### config.mk
export PLATFORM = sky130hd
export DESIGN_NAME = compare_tally
export DESIGN_NICKNAME = d
export VERILOG_FILES = /design/src/rtl/compare_tally.sv
export SDC_FILE = /design/constraint.sdc
export NUM_CORES = 1
export LEC_CHECK = 0
export CORE_MARGIN = 5
export CORE_UTILIZATION = 25
export CTS_CLUSTER_SIZE = 20
export DETAILED_ROUTE_END_ITERATION = 16
export DONT_BUFFER_PORTS = 1
export GPL_TIMING_DRIVEN = 0
export HOLD_SLACK_MARGIN = 0.03
export MAX_ROUTING_LAYER = met4
export SYNTH_ARGS = -nofsm -noshare
export SYNTH_HDL_FRONTEND = slang
export SYNTH_SLANG_ARGS = --single-unit
### constraint.sdc
create_clock -name clk -period 2.35 [get_ports clk]
set_input_delay 0.47 -clock clk [delete_from_list [all_inputs] [get_ports clk]]
set_output_delay 0.47 -clock clk [all_outputs]
set_load 0.05 [all_outputs]
### src/rtl/compare_tally.sv
// compare_tally
//   Tallies the 3-bit codes produced by an upstream 2-bit magnitude
//   comparator over a window of WIN valid samples. It then holds a report
//   until the consumer acknowledges it.
//
//   Parameters
//     WIN       : valid samples per window (1..255)
//     CW        : width of each count output, at least clog2(WIN+1)
//
//   Ports
//     clk       : rising-edge clock
//     rst_n     : synchronous active-low reset
//     start     : opens a new window (honoured only while idle)
//     y         : compare code, y[2]=A>B, y[1]=A==B, y[0]=A<B
//     y_valid   : y carries a sample this cycle
//     rpt_ack   : consumer has taken the report
//     busy      : window being accumulated or report pending
//     rpt_valid : counts are final and held
//     cnt_gt    : count of code 100 in the current/last window
//     cnt_eq    : count of code 010
//     cnt_lt    : count of code 001
//     cnt_bad   : count of any non-one-hot code
module compare_tally #(
  parameter int WIN = 8,
  parameter int CW  = 4
) (
  input  logic          clk,
  input  logic          rst_n,
  input  logic          start,
  input  logic [2:0]    y,
  input  logic          y_valid,
  input  logic          rpt_ack,
  output logic          busy,
  output logic          rpt_valid,
  output logic [CW-1:0] cnt_gt,
  output logic [CW-1:0] cnt_eq,
  output logic [CW-1:0] cnt_lt,
  output logic [CW-1:0] cnt_bad
);

  localparam logic [1:0] S_IDLE   = 2'd0;
  localparam logic [1:0] S_ACCUM  = 2'd1;
  localparam logic [1:0] S_REPORT = 2'd2;

  // The sample counter value at which the incoming sample is the last one of
  // the window.
  localparam logic [7:0] LAST_IDX = 8'(WIN - 1);

  logic [1:0] state;
  logic [7:0] sample_cnt;

  logic is_gt;
  logic is_eq;
  logic is_lt;
  logic is_bad;

  // Exactly one of the four classes is true for any code. Every pattern that
  // is not one-hot falls into the bad class.
  always_comb begin
    is_gt  = 1'b0;
    is_eq  = 1'b0;
    is_lt  = 1'b0;
    is_bad = 1'b0;
    case (y)
      3'b100:  is_gt  = 1'b1;
      3'b010:  is_eq  = 1'b1;
      3'b001:  is_lt  = 1'b1;
      default: is_bad = 1'b1;
    endcase
  end

  // The FSM, the sample counter and all outputs are kept in one register
  // block, so every output is a flop. Counts are cleared only by start or by
  // reset, so they stay readable after the report has been acknowledged.
  always_ff @(posedge clk) begin
    if (!rst_n) begin
      state      <= S_IDLE;
      sample_cnt <= 8'd0;
      busy       <= 1'b0;
      rpt_valid  <= 1'b0;
      cnt_gt     <= '0;
      cnt_eq     <= '0;
      cnt_lt     <= '0;
      cnt_bad    <= '0;
    end else begin
      case (state)
        S_IDLE: begin
          if (start) begin
            state      <= S_ACCUM;
            sample_cnt <= 8'd0;
            busy       <= 1'b1;
            cnt_gt     <= '0;
            cnt_eq     <= '0;
            cnt_lt     <= '0;
            cnt_bad    <= '0;
          end
        end

        S_ACCUM: begin
          if (y_valid) begin
            if (is_gt)  cnt_gt  <= cnt_gt  + CW'(1);
            if (is_eq)  cnt_eq  <= cnt_eq  + CW'(1);
            if (is_lt)  cnt_lt  <= cnt_lt  + CW'(1);
            if (is_bad) cnt_bad <= cnt_bad + CW'(1);
            sample_cnt <= sample_cnt + 8'd1;
            // The last sample of the window is counted on the same edge that
            // raises rpt_valid. This gives a report one cycle after that sample.
            if (sample_cnt == LAST_IDX) begin
              state     <= S_REPORT;
              rpt_valid <= 1'b1;
            end
          end
        end

        S_REPORT: begin
          // A start that arrives together with the ack is dropped. The consumer
          // has to raise start again once the block is idle.
          if (rpt_ack) begin
            state     <= S_IDLE;
            busy      <= 1'b0;
            rpt_valid <= 1'b0;
          end
        end

        default: begin
          state     <= S_IDLE;
          busy      <= 1'b0;
          rpt_valid <= 1'b0;
        end
      endcase
    end
  end

endmodule

==> run_results.csv <==
group,metric,value,unit
status,status,"finished, final reports clean",
place,placed_area,1550,sq um
place,dp.cells,223,
routing,wl_met2,1.45,mm
routing,drt-total-wl,3.27,mm
worst_setup_path,critical_path.top_delay_family,"simple AND/OR/NAND/NOR gates",
routing,vias,1097,
synth,syn_avg_cell_area,9.65,sq um
floorplanning,core-area,5570,sq um
worst_setup_path,crit_buf_inv,3,
floorplanning,dieWidth,86.3,um
routing,routedWlPerCell,14.4,um
synth,ys_seq_area_share,38.5,%
min_path,hp-class,"in2reg",
timing,drv_slew,0,
synth,synth_cell_types,42,
layout,ff_latch_area,561,sq um
worst_setup_path,rr_worst_depth,6,
routing,drtAntennaViolNets,0,
synth,synth-edff-count,0,
clocking,cts_tree,"done",
floorplanning,ioPinCount,26,
layout,drive_gt1_share,16.8,%
routing,dr.pass1.iters,4,
global_route,grt_pass1_vias,1029,
power_and_ir_drop,leakagePower,0.496,nW
worst_setup_path,critical_path_class,"reg2reg",
timing,slew_headroom,59.2,%
place,hpwl,2.45,mm
synth,synth_common_cells,"dfxtp_1, nor2_1, a21oi_1",
worst_setup_path,r2r_slack,0.49,ns
synth,yosysTopAreaCell,"dfxtp_1",
layout,stdcell_count,227,
timing,finalSetupViolations,0,
worst_setup_path,reg2reg_from,"state[0]",
synth,synth_warnings,0,
timing,hold_ws,0.349,ns
clocking,post_cts_resized,0,
synth,syn_nets,164,
clocking,cts_inserted_buffers,3,
synth,synthTopCellsByArea,"dfxtp_1, xnor2_1, a2111oi_4, a21oi_1, ha_1",
routing,drt_iter0_drc,44,
layout,fillers,600,
timing,period_share,79.0,%
floorplanning,rows,27,
worst_setup_path,cp_slowest_cell,"nor3b_1",
synth,synth_top_area_share,38.5,%
layout,diodes,0,
worst_setup_path,cp.arrival,2.04,ns
layout,syn2layout_area_growth,11.1,%
power_and_ir_drop,ir_worst_vdd,0.219,mV
clocking,cts_root_buf,"clkbuf_8",
synth,synth-seq-cells,28,
clocking,ctsHoldBuffers,0,
routing,drc,0,
global_route,grt_pass1_wl,5.38,mm
place,io_buffer_count,0,
timing,finalClockSkew,0.00757,ns
flow_run,maxCapViolCount,0,
routing,met3RoutedLength,323,um
layout,final_area,1620,sq um
timing,tightest_slew,0.611,ns
timing,rsz0062_at_grt,"no",
layout,multi_input_area,841,sq um
min_path,holdPathEnd,"state[1]",
place,post-place-ws,0.502,ns
clocking,cts-htree-levels,1,
synth,yosysMostFrequentCell,"dfxtp_1",
worst_setup_path,reg2reg_to,"sample_cnt[3]",
layout,fin_nets,169,
worst_setup_path,crit_path_end_kind,"register",
clocking,path_clk_slew,0.10,ns
floorplanning,initial_core_util,26.1,%
floorplanning,dieHeight,86.3,um
floorplanning,dieArea,7450,sq um
timing,worst_slack,0.494,ns
routing,via_per_inst,4.83,
clocking,postCtsSetupBuffers,0,
timing,fin_setup_tns,0,ns
worst_setup_path,worst-path-max-fanout,10,
clocking,clock_latency,0.28,ns
synth,ys.flop_type,"dfxtp_1",
worst_setup_path,required,2.53,ns
synth,synth-async-reset-ratio,0,%
min_path,min_path_cells,3,
routing,highest_layer,"met4",
worst_setup_path,cp_slowest_stage_delay,0.37,ns
global_route,antenna_found_initial,0,
timing,hold_viol_final,0,
clocking,clock_path_buffers,2,
power_and_ir_drop,pwr_density_cell,621,nW/um^2
power_and_ir_drop,finalPower,1.00,mW
timing,fmax,539,MHz
synth,synthCells,151,
worst_setup_path,crit_top_cell,"buf_2",
layout,utilization,29.0,%
min_path,min_from,"rpt_ack",
timing,period_minus_slack,1.86,ns
global_route,gr-total-overflow,0,
worst_setup_path,crit_chain,"buf_4, buf_2, nor3b_1, nand2b_1, buf_2, nor2_1",
global_route,track_usage,9.43,%
clocking,cts.sinks,28,
place,gp_congestion,0.788,
worst_setup_path,cp-start-kind,"register",
synth,syn_area,1460,sq um
routing,met1_length,1.46,mm
global_route,grt_start_max_net_pins,17,
-- cells by family after synthesis --
family	count (synthesis)	share of synthesized area, %
AO/OA/AOI/OAI	34	20.4
AND/OR/NAND/NOR	62	24.8
multiplexers	1	1.55
XOR/XNOR	11	6.61
adder cells (fa/ha/maj)	5	4.30
buffers and inverters	10	3.78
flip-flops	28	38.5
-- registers in the layout, indices dropped and copies added (netlist names) --
name	count
rpt_valid	1
cnt_bad	4
sample_cnt	8
cnt_lt	4
cnt_gt	4
busy	1
cnt_eq	4
state	2
-- tightest hold or removal path: cells and delay by family --
family,cells,cell delay [ns]
AND/OR/NAND/NOR,2,0.07
AO/OA/AOI/OAI,1,0.05
-- power breakdown --
part / switching (mW) / leakage [nW] / internal, mW
registers: 0.0371 / 0.227 / 0.485
clock network: 0.155 / 0.0357 / 0.228
logic: 0.0595 / 0.234 / 0.0403
total: 0.251 / 0.496 / 0.753
-- worst max path at each step --
| stage | cells past startpoint | startpoint | slack [ns] | endpoint |
|---|---|---|---|---|
| 3_5_place_dp | 6 | state[0] | 0.50 | sample_cnt[5] |
| 4_1_cts | 6 | state[0] | 0.48 | sample_cnt[3] |
| 2_1_floorplan | 4 | y[2] | 0.79 | cnt_lt[2] |
| 5_1_grt | 6 | state[0] | 0.34 | cnt_lt[3] |
| 6_report | 6 | state[0] | 0.49 | sample_cnt[3] |
| 3_3_place_gp | 6 | state[0] | 0.50 | cnt_lt[3] |
-- cell type report --
class,count,share of cell area [%]
clock buffers,3,2.55
multi-input cells,113,52.0
inverters,2,0.464
plain buffers,8,2.94
well taps,72,5.57
flip-flops and latches,28,34.6
clock inverters,1,1.86
-- cells in the final DEF (no fill, tap or decap), types with 2 or more instances in the layout --
cell type,instances
dfxtp_1,28
nor2_1,15
a21oi_1,13
xnor2_1,11
nand2_1,9
nand3_1,8
nand2b_1,5
ha_1,5
buf_2,4
nand3b_1,4
or3b_4,3
o21ai_0,3
nand4_1,3
a211oi_2,3
a2111oi_4,3
clkbuf_8,3
o211ai_1,2
or3_1,2
nor3b_1,2
a21bo_2,2
nand4b_1,2
nor3_1,2
o22ai_1,2
-- routing by layer --
metal  up-vias  global-route usage [%]
met4         0                    2.55
li1        557                       -
met1       516                    11.4
met2        19                    13.6
met3         5                    5.23
met5         -                       -
(Power assumes the default switching activity.)
